File: src/rtl/div_pkg.sv
// Shared types for the sequential restoring divider.
package div_pkg;

    typedef enum logic [1:0] {DIV_IDLE, DIV_BUSY, DIV_DONE} div_state_t;

endpackage

File: src/rtl/div_restoring_seq_if.sv
// Start/result valid-ready bundle of the DIV/MOD unit.
interface div_restoring_seq_if #(
    parameter int unsigned word_width = 8
);

    logic                  START_VALID;
    logic                  START_READY;
    logic [word_width-1:0] DIVIDEND;
    logic [word_width-1:0] DIVISOR;
    logic                  RES_VALID;
    logic                  RES_READY;
    logic [word_width-1:0] QUOTIENT;
    logic [word_width-1:0] REMAINDER;
    logic                  DIV_BY_ZERO;

    modport master (
        output START_VALID, DIVIDEND, DIVISOR, RES_READY,
        input  START_READY, RES_VALID, QUOTIENT, REMAINDER, DIV_BY_ZERO
    );

    modport slave (
        input  START_VALID, DIVIDEND, DIVISOR, RES_READY,
        output START_READY, RES_VALID, QUOTIENT, REMAINDER, DIV_BY_ZERO
    );

endinterface

File: src/rtl/RCA_M.sv
// Parameterised ripple-carry adder: S = A + B + C_IN.
module RCA_M #(
    parameter int unsigned word_width = 8
) (
    input  logic [word_width-1:0] A,
    input  logic [word_width-1:0] B,
    input  logic                  C_IN,
    output logic [word_width-1:0] S,
    output logic                  C_OUT
);

    logic [word_width:0] carry;

    always_comb begin
        carry    = '0;
        S        = '0;
        carry[0] = C_IN;
        for (int unsigned i = 0; i < word_width; i++) begin
            S[i]       = A[i] ^ B[i] ^ carry[i];
            carry[i+1] = (A[i] & B[i]) | (carry[i] & (A[i] ^ B[i]));
        end
    end

    assign C_OUT = carry[word_width];

endmodule

File: src/rtl/div_restoring_seq.sv
// Sequential unsigned restoring divider, one quotient bit per clock,
// trial subtraction through a single RCA_M.
module div_restoring_seq
    import div_pkg::*;
#(
    parameter int unsigned word_width = 8
) (
    input logic                 CLK,
    input logic                 RESET,
    div_restoring_seq_if.slave  bus
);

    localparam int unsigned           CNT_W    = $clog2(word_width);
    localparam logic [word_width-1:0] ALL_ONES = '1;

    div_state_t            state_q, state_d;
    logic [word_width:0]   p_q, p_d;
    logic [word_width-1:0] q_q, q_d;
    logic [word_width-1:0] d_q, d_d;
    logic [word_width-1:0] quot_q, quot_d;
    logic [word_width-1:0] rem_q, rem_d;
    logic                  dbz_q, dbz_d;
    logic                  res_valid_q, res_valid_d;
    logic [CNT_W-1:0]      cnt_q, cnt_d;

    logic [word_width:0]   p_shift;
    logic [word_width:0]   trial;
    logic                  no_borrow;

    assign p_shift = (p_q << 1) | {{word_width{1'b0}}, q_q[word_width-1]};

    // P' - D computed as P' + ~D + 1; carry out set means no borrow.
    RCA_M #(.word_width(word_width + 1)) u_trial_sub (
        .A     (p_shift),
        .B     (~{1'b0, d_q}),
        .C_IN  (1'b1),
        .S     (trial),
        .C_OUT (no_borrow)
    );

    always_comb begin
        state_d     = state_q;
        p_d         = p_q;
        q_d         = q_q;
        d_d         = d_q;
        quot_d      = quot_q;
        rem_d       = rem_q;
        dbz_d       = dbz_q;
        res_valid_d = res_valid_q;
        cnt_d       = cnt_q;
        case (state_q)
            DIV_IDLE: begin
                if (bus.START_VALID) begin
                    if (bus.DIVISOR == '0) begin
                        state_d     = DIV_DONE;
                        quot_d      = ALL_ONES;
                        rem_d       = bus.DIVIDEND;
                        dbz_d       = 1'b1;
                        res_valid_d = 1'b1;
                    end else begin
                        state_d = DIV_BUSY;
                        q_d     = bus.DIVIDEND;
                        d_d     = bus.DIVISOR;
                        p_d     = '0;
                        cnt_d   = CNT_W'(word_width - 1);
                    end
                end
            end
            DIV_BUSY: begin
                p_d   = no_borrow ? trial : p_shift;
                q_d   = {q_q[word_width-2:0], no_borrow};
                cnt_d = cnt_q - 1'b1;
                // Last iteration writes the result registers directly so DONE shows it at once.
                if (cnt_q == '0) begin
                    state_d     = DIV_DONE;
                    quot_d      = q_d;
                    rem_d       = p_d[word_width-1:0];
                    dbz_d       = 1'b0;
                    res_valid_d = 1'b1;
                end
            end
            DIV_DONE: begin
                if (bus.RES_READY) begin
                    state_d     = DIV_IDLE;
                    res_valid_d = 1'b0;
                end
            end
            default: begin
                state_d     = DIV_IDLE;
                res_valid_d = 1'b0;
            end
        endcase
    end

    always_ff @(posedge CLK) begin
        if (RESET) begin
            state_q     <= DIV_IDLE;
            p_q         <= '0;
            q_q         <= '0;
            d_q         <= '0;
            quot_q      <= '0;
            rem_q       <= '0;
            dbz_q       <= 1'b0;
            res_valid_q <= 1'b0;
            cnt_q       <= '0;
        end else begin
            state_q     <= state_d;
            p_q         <= p_d;
            q_q         <= q_d;
            d_q         <= d_d;
            quot_q      <= quot_d;
            rem_q       <= rem_d;
            dbz_q       <= dbz_d;
            res_valid_q <= res_valid_d;
            cnt_q       <= cnt_d;
        end
    end

    assign bus.START_READY = (state_q == DIV_IDLE);
    assign bus.RES_VALID   = res_valid_q;
    assign bus.QUOTIENT    = quot_q;
    assign bus.REMAINDER   = rem_q;
    assign bus.DIV_BY_ZERO = dbz_q;

endmodule
File: src/flat_wrapper.sv
// flat-port wrapper written by rule: the top's interface ports become plain ports
module div_restoring_seq_flat import div_pkg::*;
#(
    parameter int unsigned word_width = 8
)
  (CLK, RESET, bus_START_VALID, bus_DIVIDEND, bus_DIVISOR, bus_RES_READY, bus_START_READY, bus_RES_VALID, bus_QUOTIENT, bus_REMAINDER, bus_DIV_BY_ZERO);
  div_restoring_seq_if #(.word_width(word_width)) bus_i ();
  input logic CLK;
  input logic RESET;
  input wire logic [$bits(bus_i.START_VALID)-1:0] bus_START_VALID;
  input wire logic [$bits(bus_i.DIVIDEND)-1:0] bus_DIVIDEND;
  input wire logic [$bits(bus_i.DIVISOR)-1:0] bus_DIVISOR;
  input wire logic [$bits(bus_i.RES_READY)-1:0] bus_RES_READY;
  output wire logic [$bits(bus_i.START_READY)-1:0] bus_START_READY;
  output wire logic [$bits(bus_i.RES_VALID)-1:0] bus_RES_VALID;
  output wire logic [$bits(bus_i.QUOTIENT)-1:0] bus_QUOTIENT;
  output wire logic [$bits(bus_i.REMAINDER)-1:0] bus_REMAINDER;
  output wire logic [$bits(bus_i.DIV_BY_ZERO)-1:0] bus_DIV_BY_ZERO;
  assign bus_i.START_VALID = bus_START_VALID;
  assign bus_i.DIVIDEND = bus_DIVIDEND;
  assign bus_i.DIVISOR = bus_DIVISOR;
  assign bus_i.RES_READY = bus_RES_READY;
  assign bus_START_READY = bus_i.START_READY;
  assign bus_RES_VALID = bus_i.RES_VALID;
  assign bus_QUOTIENT = bus_i.QUOTIENT;
  assign bus_REMAINDER = bus_i.REMAINDER;
  assign bus_DIV_BY_ZERO = bus_i.DIV_BY_ZERO;
  div_restoring_seq #(.word_width(word_width)) u_core (.CLK(CLK), .RESET(RESET), .bus(bus_i));
endmodule
File: config.mk
export PLATFORM = sky130hd
export DESIGN_NAME = div_restoring_seq_flat
export DESIGN_NICKNAME = d
export VERILOG_FILES = /design/src/rtl/div_pkg.sv /design/src/rtl/div_restoring_seq_if.sv /design/src/rtl/RCA_M.sv /design/src/rtl/div_restoring_seq.sv /design/src/flat_wrapper.sv
export SDC_FILE = /design/constraint.sdc
export NUM_CORES = 1
export LEC_CHECK = 0
export CORE_ASPECT_RATIO = 0.7
export CORE_MARGIN = 5
export CORE_UTILIZATION = 54
export CTS_BUF_LIST = sky130_fd_sc_hd__clkbuf_2 sky130_fd_sc_hd__clkbuf_4 sky130_fd_sc_hd__clkbuf_8
export CTS_CLUSTER_DIAMETER = 100
export DETAILED_ROUTE_END_ITERATION = 10
export GPL_ROUTABILITY_DRIVEN = 0
export PLACE_DENSITY_LB_ADDON = 0.25
export RECOVER_POWER = 50
export SETUP_SLACK_MARGIN = 0.4
export SLEW_MARGIN = 20
export SYNTH_ARGS = -nofsm -noshare
export SYNTH_HDL_FRONTEND = slang
export SYNTH_SLANG_ARGS = --single-unit
File: constraint.sdc
create_clock -name CLK -period 4.4 [get_ports CLK]
set_input_delay 0.44 -clock CLK [delete_from_list [all_inputs] [get_ports CLK]]
set_output_delay 0.44 -clock CLK [all_outputs]
set_load 0.02 [all_outputs]
==> results by group, run 1 <==
Worst setup path
  • Crit path top cell by count: fa_1
  • Worst-path cell chain: inv_1 -> ha_1 -> fa_1 -> fa_1 -> fa_1 -> fa_1 -> inv_1 -> fa_1 -> fa_1 -> inv_1 -> fa_2 -> nand2b_4 -> mux2_2 -> o2111ai_1 -> a21oi_1
  • WP data required: 4.58 ns
  • Critical Path Max Stage Delay: 0.39 ns
  • WS Path Type: flop to flop
  • CP arrival: 3.96 ns
  • Setup crit end kind: flop
  • CP max stage cell: fa_1
  • Buffers & Inverters on Critical Path: 3
  • CP startpoint kind: flop
  • Crit Path Max Fanout: 6
  • CP top delay family: adder cells

Cells and area
  • Final std cells w/o fill: 333
  • Ant. Diodes: 0
  • Fill cell count: 336
  • Syn-to-layout area delta: 20.26%
  • Layout cell share with drive strength beyond 1: 8.185%
  • Post-route cell area: 2711 sq um
  • Nets: 310

Placement
  • DP HPWL: 3856 um
  • PortBufs: 38
  • Cells after DPL: 325
  • Placed Area: 2645 sq um

CTS
  • Buffer levels on the longest clock path: 2
  • Clock-pin slew on the worst setup and hold paths: 0.09 ns
  • Skew-Pair Late Insertion Delay: 0.31 ns
  • Post-CTS resize count: 0
  • CTS tree: built
  • Setup Fix Bufs, Post-CTS: 0
  • Clk root buf: clkbuf_8
  • CTS hold repair buffers: 0
  • CTS Buf Count: 5
  • Htree depth: 2
  • CTS sink cnt: 47

Pwr
  • PD cells: 396.9 nW/um^2
  • Sw Pwr: 0.3646 mW
  • Sw Ratio: 33.88%
  • Int Pwr: 0.7115 mW
  • Max rail drop VDD: 0.0002702 V
  • Leakage: 1.053 nW
  • Total Power: 1.076 mW
  • Logic pwr share: 29.2%
  • Reg power frac: 46.3%
  • Clk pwr share: 24.5%

Global routing
  • Initial antenna violation count: 0
  • Remaining Overflow, GRT: 0
  • First-pass GRT wire length: 9225 um
  • Vias in the first global route: 1839
  • Largest net degree at the start of global routing: 48
  • GRT Overall Usage: 21.20%

Logic synthesis
  • FFs w/ async S/R, synth: 0%
  • Netlist cell types: 36
  • Syn Area/Cell: 9.055 sq um
  • Number of synthesized register bits: 47
  • Yosys warnings: 0
  • Synth Flop Type: dfxtp_1
  • Post-Syn Area: 2255 sq um
  • Gate Count Post-Synth: 249
  • Number of flops mapped to enable cells by yosys: 0
  • Sequential fraction of the synthesis area: 41.73%
  • Syn_nets: 279

STA
  • Final Hold Viols: 0
  • Setup TNS: 0 ns
  • Max Transition Viols Final: 0
  • Rel. slew slack: 15.57%
  • # setup viols final: 0
  • Unrepaired setup endpoints after global routing: false
  • Fin crit period: 3.786 ns
  • Least-Margin Pin Slew: 1.255 ns
  • Clock skew: 0.006968 ns
  • FMAX: 264.1 MHz
  • Hold Slack: 0.4542 ns
  • Crit share post-route: 86.05%

Detailed routing
  • WL final: 5529 um
  • WL per Instance: 16.60 um
  • Post-detailed-route count of antenna-violating nets: 0
  • Pre-antenna DRT Iters: 4
  • Via-to-Cell Ratio: 5.871
  • Vias: 1955
  • Starting DRT DRC Count: 174
  • Drt drc: 0

Floorplanning
  • I/O pins: 39
  • # rows: 19
  • Die W: 87.23 um
  • Die height: 64.06 um
  • Core outline area: 3970 sq um
  • Initial core utilization: 56.79%
  • Die footprint: 5588 sq um

Worst hold path
  • Hold crit path type: flop to flop

Run status
  • Status: complete, no violations

Job
  • Max_cap viols: 0
[area by class of cell]
type                            count  area, sq um  share of cell area, %
Timing Repair Buffer               44        421.7                  15.55
Multi-Input combinational cell    167         1137                  41.95
Tap cell                           52        65.06                  2.400
Clock inverter                      3        20.02                 0.7383
Inverter                           15        56.30                  2.077
Clock buffer                        5        68.82                  2.538
Sequential cell                    47        942.2                  34.75
[worst min-delay path, cell delays in order (launching register included)]
cell,delay [ns]
dfxtp_1,0.31
nand2_1,0.05
a21oi_1,0.05
[kinds of logic after synthesis]
| kind of cell | synth area share (%) |
|---|---|
| AOI/OAI and AO/OA | 21.92 |
| muxes | 5.494 |
| and+or+nand+nor | 15.76 |
| DFF | 41.73 |
| buffers and inverters | 7.214 |
| adders and majority gates | 7.880 |
[metrics by stage]
step,setup WS [ns],utilization [%]
after floorplan,0.5586,-
after global placement,0.5966,66.62
after detailed placement,0.4757,66.62
after CTS,0.4448,68.86
after global routing,0.4046,68.29
final,0.6137,68.29
[cells in the mapped netlist, types with 3 or more instances]
master	n	area share (%)
buf_2	7	1.6
fa_1	7	6.2
nand2b_1	3	0.83
a21oi_1	27	6.0
buf_4	4	1.3
ha_1	3	1.7
o21ai_0	4	0.89
mux2_2	3	1.5
dfxtp_1	47	42
nand2_1	25	4.2
o211ai_1	6	2.0
nand3_1	9	2.0
mux2i_1	9	4.0
inv_1	15	2.5
a311oi_1	14	5.4
nor2_1	21	3.5
a211oi_1	9	3.0
clkbuf_1	7	1.2
nor3_1	8	1.8
[sequential cells by signal, summed over array words and instances (netlist names), 2 cells and up]
| signal | count |
|---|---|
| u_core.state_q | 2 |
| u_core.cnt_q | 3 |
| u_core.bus.REMAINDER | 8 |
| u_core.d_q | 8 |
| u_core.p_q | 8 |
| u_core.bus.QUOTIENT | 8 |
| u_core.q_q | 8 |
[power groups by stage]
| stage | combinational, mW | sequential (mW) | clock, mW |
|---|---|---|---|
| finish | 0.314 | 0.498 | 0.263 |
| global route | 0.353 | 0.505 | 0.286 |
| CTS | 0.318 | 0.498 | 0.267 |
| detailed placement | 0.317 | 0.508 | 0 |
| global placement | 0.307 | 0.507 | 0 |
| floorplan | 0.206 | 0.513 | 0 |
[path summary, 6_finish.rpt]
check	start	to	slack (ns)	depth (start not counted)
worst max-delay path	u_core.q_q[7]	u_core.bus.REMAINDER[6]	0.61	15
worst min-delay path	u_core.bus.RES_VALID	u_core.bus.RES_VALID	0.45	2
worst max register to register	u_core.q_q[7]	u_core.bus.REMAINDER[6]	0.61	15
worst min register to register	u_core.bus.RES_VALID	u_core.bus.RES_VALID	0.45	2
[cell usage in the layout (no fill, tap or decap), types with 2 or more instances in the layout]
cell type / netlist / layout
mux2_2: 3 / 3
clkinvlp_4: 0 / 2
a21o_1: 1 / 2
fa_1: 7 / 6
a211o_1: 2 / 2
nand2_1: 25 / 26
dlygate4sd3_1: 0 / 20
nand3_1: 9 / 9
ha_1: 3 / 3
clkdlybuf4s50_1: 0 / 18
nor2b_1: 2 / 2
o211ai_1: 6 / 6
a311oi_1: 14 / 14
o21a_1: 2 / 2
clkbuf_8: 0 / 5
nor3_1: 8 / 8
a211oi_1: 9 / 9
nor2_1: 21 / 21
dfxtp_1: 47 / 46
a21oi_1: 27 / 27
buf_4: 4 / 5
inv_1: 15 / 15
mux2i_1: 9 / 9
nand2b_1: 3 / 2
o21ai_0: 4 / 4
[layer usage]
layer,global-route usage [%],vias to the layer above,routed length (um)
li1,-,941,-
met1,29.67,925,2535
met2,31.82,84,2423
met3,5.905,5,531
met4,6.513,0,38
met5,0,-,0
Note: power is estimated with default switching activity, not from simulation.
==> inputs of run 2 (changes only) <==
--- a/config.mk
+++ b/config.mk
@@ -9,11 +9,13 @@
 export CORE_MARGIN = 5
 export CORE_UTILIZATION = 54
 export CTS_BUF_LIST = sky130_fd_sc_hd__clkbuf_2 sky130_fd_sc_hd__clkbuf_4 sky130_fd_sc_hd__clkbuf_8
-export CTS_CLUSTER_DIAMETER = 100
+export CTS_CLUSTER_DIAMETER = 40
 export DETAILED_ROUTE_END_ITERATION = 10
 export GPL_ROUTABILITY_DRIVEN = 0
+export HOLD_SLACK_MARGIN = 0.02
 export PLACE_DENSITY_LB_ADDON = 0.25
 export RECOVER_POWER = 50
+export REMOVE_ABC_BUFFERS = 1
 export SETUP_SLACK_MARGIN = 0.4
 export SLEW_MARGIN = 20
 export SYNTH_ARGS = -nofsm -noshare
==> run 2 against run 1 <==
  * Final cell count decreased by 0.60%
  * Via count down 0.72%
  * Hold slack worse by 0.0011 ns
==> results by group, run 2 (same netlist as run 1, synthesis figures left out) <==
Run status
  • Status: complete, no violations

CTS
  • CTS hold repair buffers: 0 (unchanged)
  • Buffer levels on the longest clock path: 2 (unchanged)
  • Htree depth: 2 (unchanged)
  • CTS tree: built
  • Clock-pin slew on the worst setup and hold paths: 0.09 ns (about the same)
  • CTS Buf Count: 5 (unchanged)
  • Clk root buf: clkbuf_8
  • CTS sink cnt: 47 (unchanged)
  • Skew-Pair Late Insertion Delay: 0.30 ns (about the same)

Cells and area
  • Post-route cell area: 2709 sq um (about the same)
  • Syn-to-layout area delta: 20.14% (about the same)
  • Most common cell after layout, fill and taps aside: dfxtp_1
  • Layout cell share with drive strength beyond 1: 7.885% (-0.30 points)
  • Ant. Diodes: 0 (unchanged)
  • Nets: 309 (-0.32%)
  • Fill cell count: 310 (-7.7%)
  • Most frequent cells in the layout: dfxtp_1, a21oi_1, nand2_1, nor2_1, dlygate4sd3_1

STA
  • Max Transition Viols Final: 0 (unchanged)
  • Rel. slew slack: 15.46% (-0.11 points)
  • FMAX: 261.7 MHz (-0.90%)
  • Fin crit period: 3.821 ns (+0.03427 ns)
  • Clock skew: 0.006926 ns (-0.00004289 ns)
  • Unrepaired setup endpoints after global routing: false
  • Setup TNS: 0 ns (unchanged)
  • Crit share post-route: 86.83% (+0.78 points)
  • # setup viols final: 0 (unchanged)
  • Least-Margin Pin Slew: 1.257 ns (+0.001877 ns)
  • Final Hold Viols: 0 (unchanged)

Global routing
  • First-pass GRT wire length: 8721 um (-5.5%)
  • Routing usage on met1: 29.25% (-0.41 points)
  • Met3 usage in global routing: 4.750% (-1.2 points)
  • GRT Overall Usage: 19.44% (-1.8 points)
  • Remaining Overflow, GRT: 0 (unchanged)
  • Vias in the first global route: 1733 (-5.8%)
  • Largest net degree at the start of global routing: 48 (unchanged)
  • Initial antenna violation count: 0 (unchanged)
  • GRT met2 Usage: 27.56% (-4.3 points)
  • GR peak layer: met1

Pwr
  • PD cells: 396.7 nW/um^2 (about the same)
  • Max rail drop VDD: 0.0003345 V (+24%)
  • Leakage: 1.056 nW (+0.34%)

Floorplanning
  • Die W: 87.23 um (unchanged)
  • Die footprint: 5588 sq um (unchanged)
  • Core outline area: 3970 sq um (unchanged)
  • I/O pins: 39 (unchanged)
  • Die height: 64.06 um (unchanged)
  • Initial core utilization: 56.79% (unchanged)
  • # rows: 19 (unchanged)

Detailed routing
  • Drt drc: 0 (unchanged)
  • Post-detailed-route count of antenna-violating nets: 0 (unchanged)
  • WL per Instance: 15.56 um (-6.3%)
  • Via-to-Cell Ratio: 5.864 (-0.12%)
  • Vias: 1941 (-0.72%)
  • Pre-antenna DRT Iters: 4 (unchanged)
  • Starting DRT DRC Count: 153 (-12%)
  • WL final: 5150 um (-6.9%)

Worst hold path
  • Min-delay src: u_core.bus.RES_VALID
  • Hold crit path type: flop to flop

Worst setup path
  • Reg-to-reg startpoint: u_core.q_q[7]
  • WP data required: 4.57 ns (about the same)
  • CP startpoint kind: flop
  • WS Path Type: flop to flop
  • CP arrival: 3.99 ns (+0.03 ns)
  • Critical path origin: u_core.q_q[7]
  • Setup crit end kind: flop
  • Crit Path Max Fanout: 4 (-2)

Placement
  • Placed Area: 2638 sq um (-0.28%)
  • DP HPWL: 3471 um (-10%)
  • PortBufs: 38 (unchanged)

Job
  • Max_cap viols: 0 (unchanged)
==> run 2: cell types whose count changed in the layout (fill, tap and decap cells not counted) <==
cell / previous run / this run
a2111oi_0: 0 / 1
a2111oi_2: 1 / 0
a311oi_1: 14 / 13
a311oi_2: 0 / 1
buf_4: 5 / 3
buf_6: 0 / 1
clkbuf_8: 5 / 6
clkinvlp_4: 2 / 0
nand2b_1: 2 / 1
nand2b_2: 0 / 1
==> run 2: through the flow <==
step / instances / power (mW) / hold WS, ns / worst slack, ns / util, %
after floorplan: 229 / 0.6974 / 0.4324 / 0.5031 / -
after global placement: 324 / 0.8137 / 0.4460 / 0.5955 / 66.44
after detailed placement: 324 / 0.8200 / 0.4489 / 0.4943 / 66.44
after CTS: 331 / 1.075 / 0.4604 / 0.4663 / 68.64
after global routing: 331 / 1.141 / 0.4866 / 0.4201 / 68.23
final: 331 / 1.075 / 0.4532 / 0.5795 / 68.23
==> run 2: repair_timing <==
| item | in CTS | in global routing |
|---|---|---|
| gates resized for setup | 0 | 5 |
| buffers inserted | 0 | 0 |
| endpoints found under the setup margin | 0 | 17 |
==> run 2: worst max-delay path, cell delays in order, from the launching register on <==
cell,delay [ns]
dfxtp_2,0.35
inv_1,0.05
ha_1,0.20
fa_1,0.38
fa_2,0.36
fa_1,0.40
fa_1,0.38
inv_1,0.08
fa_1,0.18
fa_1,0.16
inv_1,0.04
fa_1,0.40
nand2b_4,0.11
mux2_2,0.35
o2111ai_1,0.17
a21oi_1,0.09
==> run 2: final cells by class <==
cell class | count | area, sq um | area share (%)
clock buffers | 6 | 82.58 | 3.048
well taps | 52 | 65.06 | 2.402
clock inverters | 1 | 5.005 | 0.1848
inverters | 15 | 56.30 | 2.079
repair buffers | 43 | 417.9 | 15.43
multi-input cells | 167 | 1140 | 42.08
flip-flops and latches | 47 | 942.2 | 34.78
==> run 2: path summary, 6_finish.rpt <==
path,endpoint,slack [ns],depth (start not counted)
min reg2reg,u_core.bus.RES_VALID,0.45,2
max,u_core.bus.REMAINDER[6],0.58,15
max reg2reg,u_core.bus.REMAINDER[6],0.58,15
min,u_core.bus.RES_VALID,0.45,2
==> run 2: power by group <==
group / leakage [nW] / internal, mW / total [mW] / switching [mW]
clock network: 0.0470 / 0.124 / 0.262 / 0.139
logic: 0.623 / 0.136 / 0.316 / 0.180
registers: 0.386 / 0.466 / 0.496 / 0.0294
total: 1.06 / 0.726 / 1.07 / 0.349
==> run 2: layer usage <==
layer / vias to the layer above / routed length, um
met4: 0 / 57
met3: 8 / 403
met5: - / 0
met2: 78 / 2200
li1: 947 / -
met1: 908 / 2489
==> inputs of run 3 (changes only) <==
--- a/config.mk
+++ b/config.mk
@@ -11,7 +11,6 @@
 export CTS_BUF_LIST = sky130_fd_sc_hd__clkbuf_2 sky130_fd_sc_hd__clkbuf_4 sky130_fd_sc_hd__clkbuf_8
 export CTS_CLUSTER_DIAMETER = 40
 export DETAILED_ROUTE_END_ITERATION = 10
-export GPL_ROUTABILITY_DRIVEN = 0
 export HOLD_SLACK_MARGIN = 0.02
 export PLACE_DENSITY_LB_ADDON = 0.25
 export RECOVER_POWER = 50
==> results of run 3 <==
Final layout, timing and power as in run 2 (identical DEF).
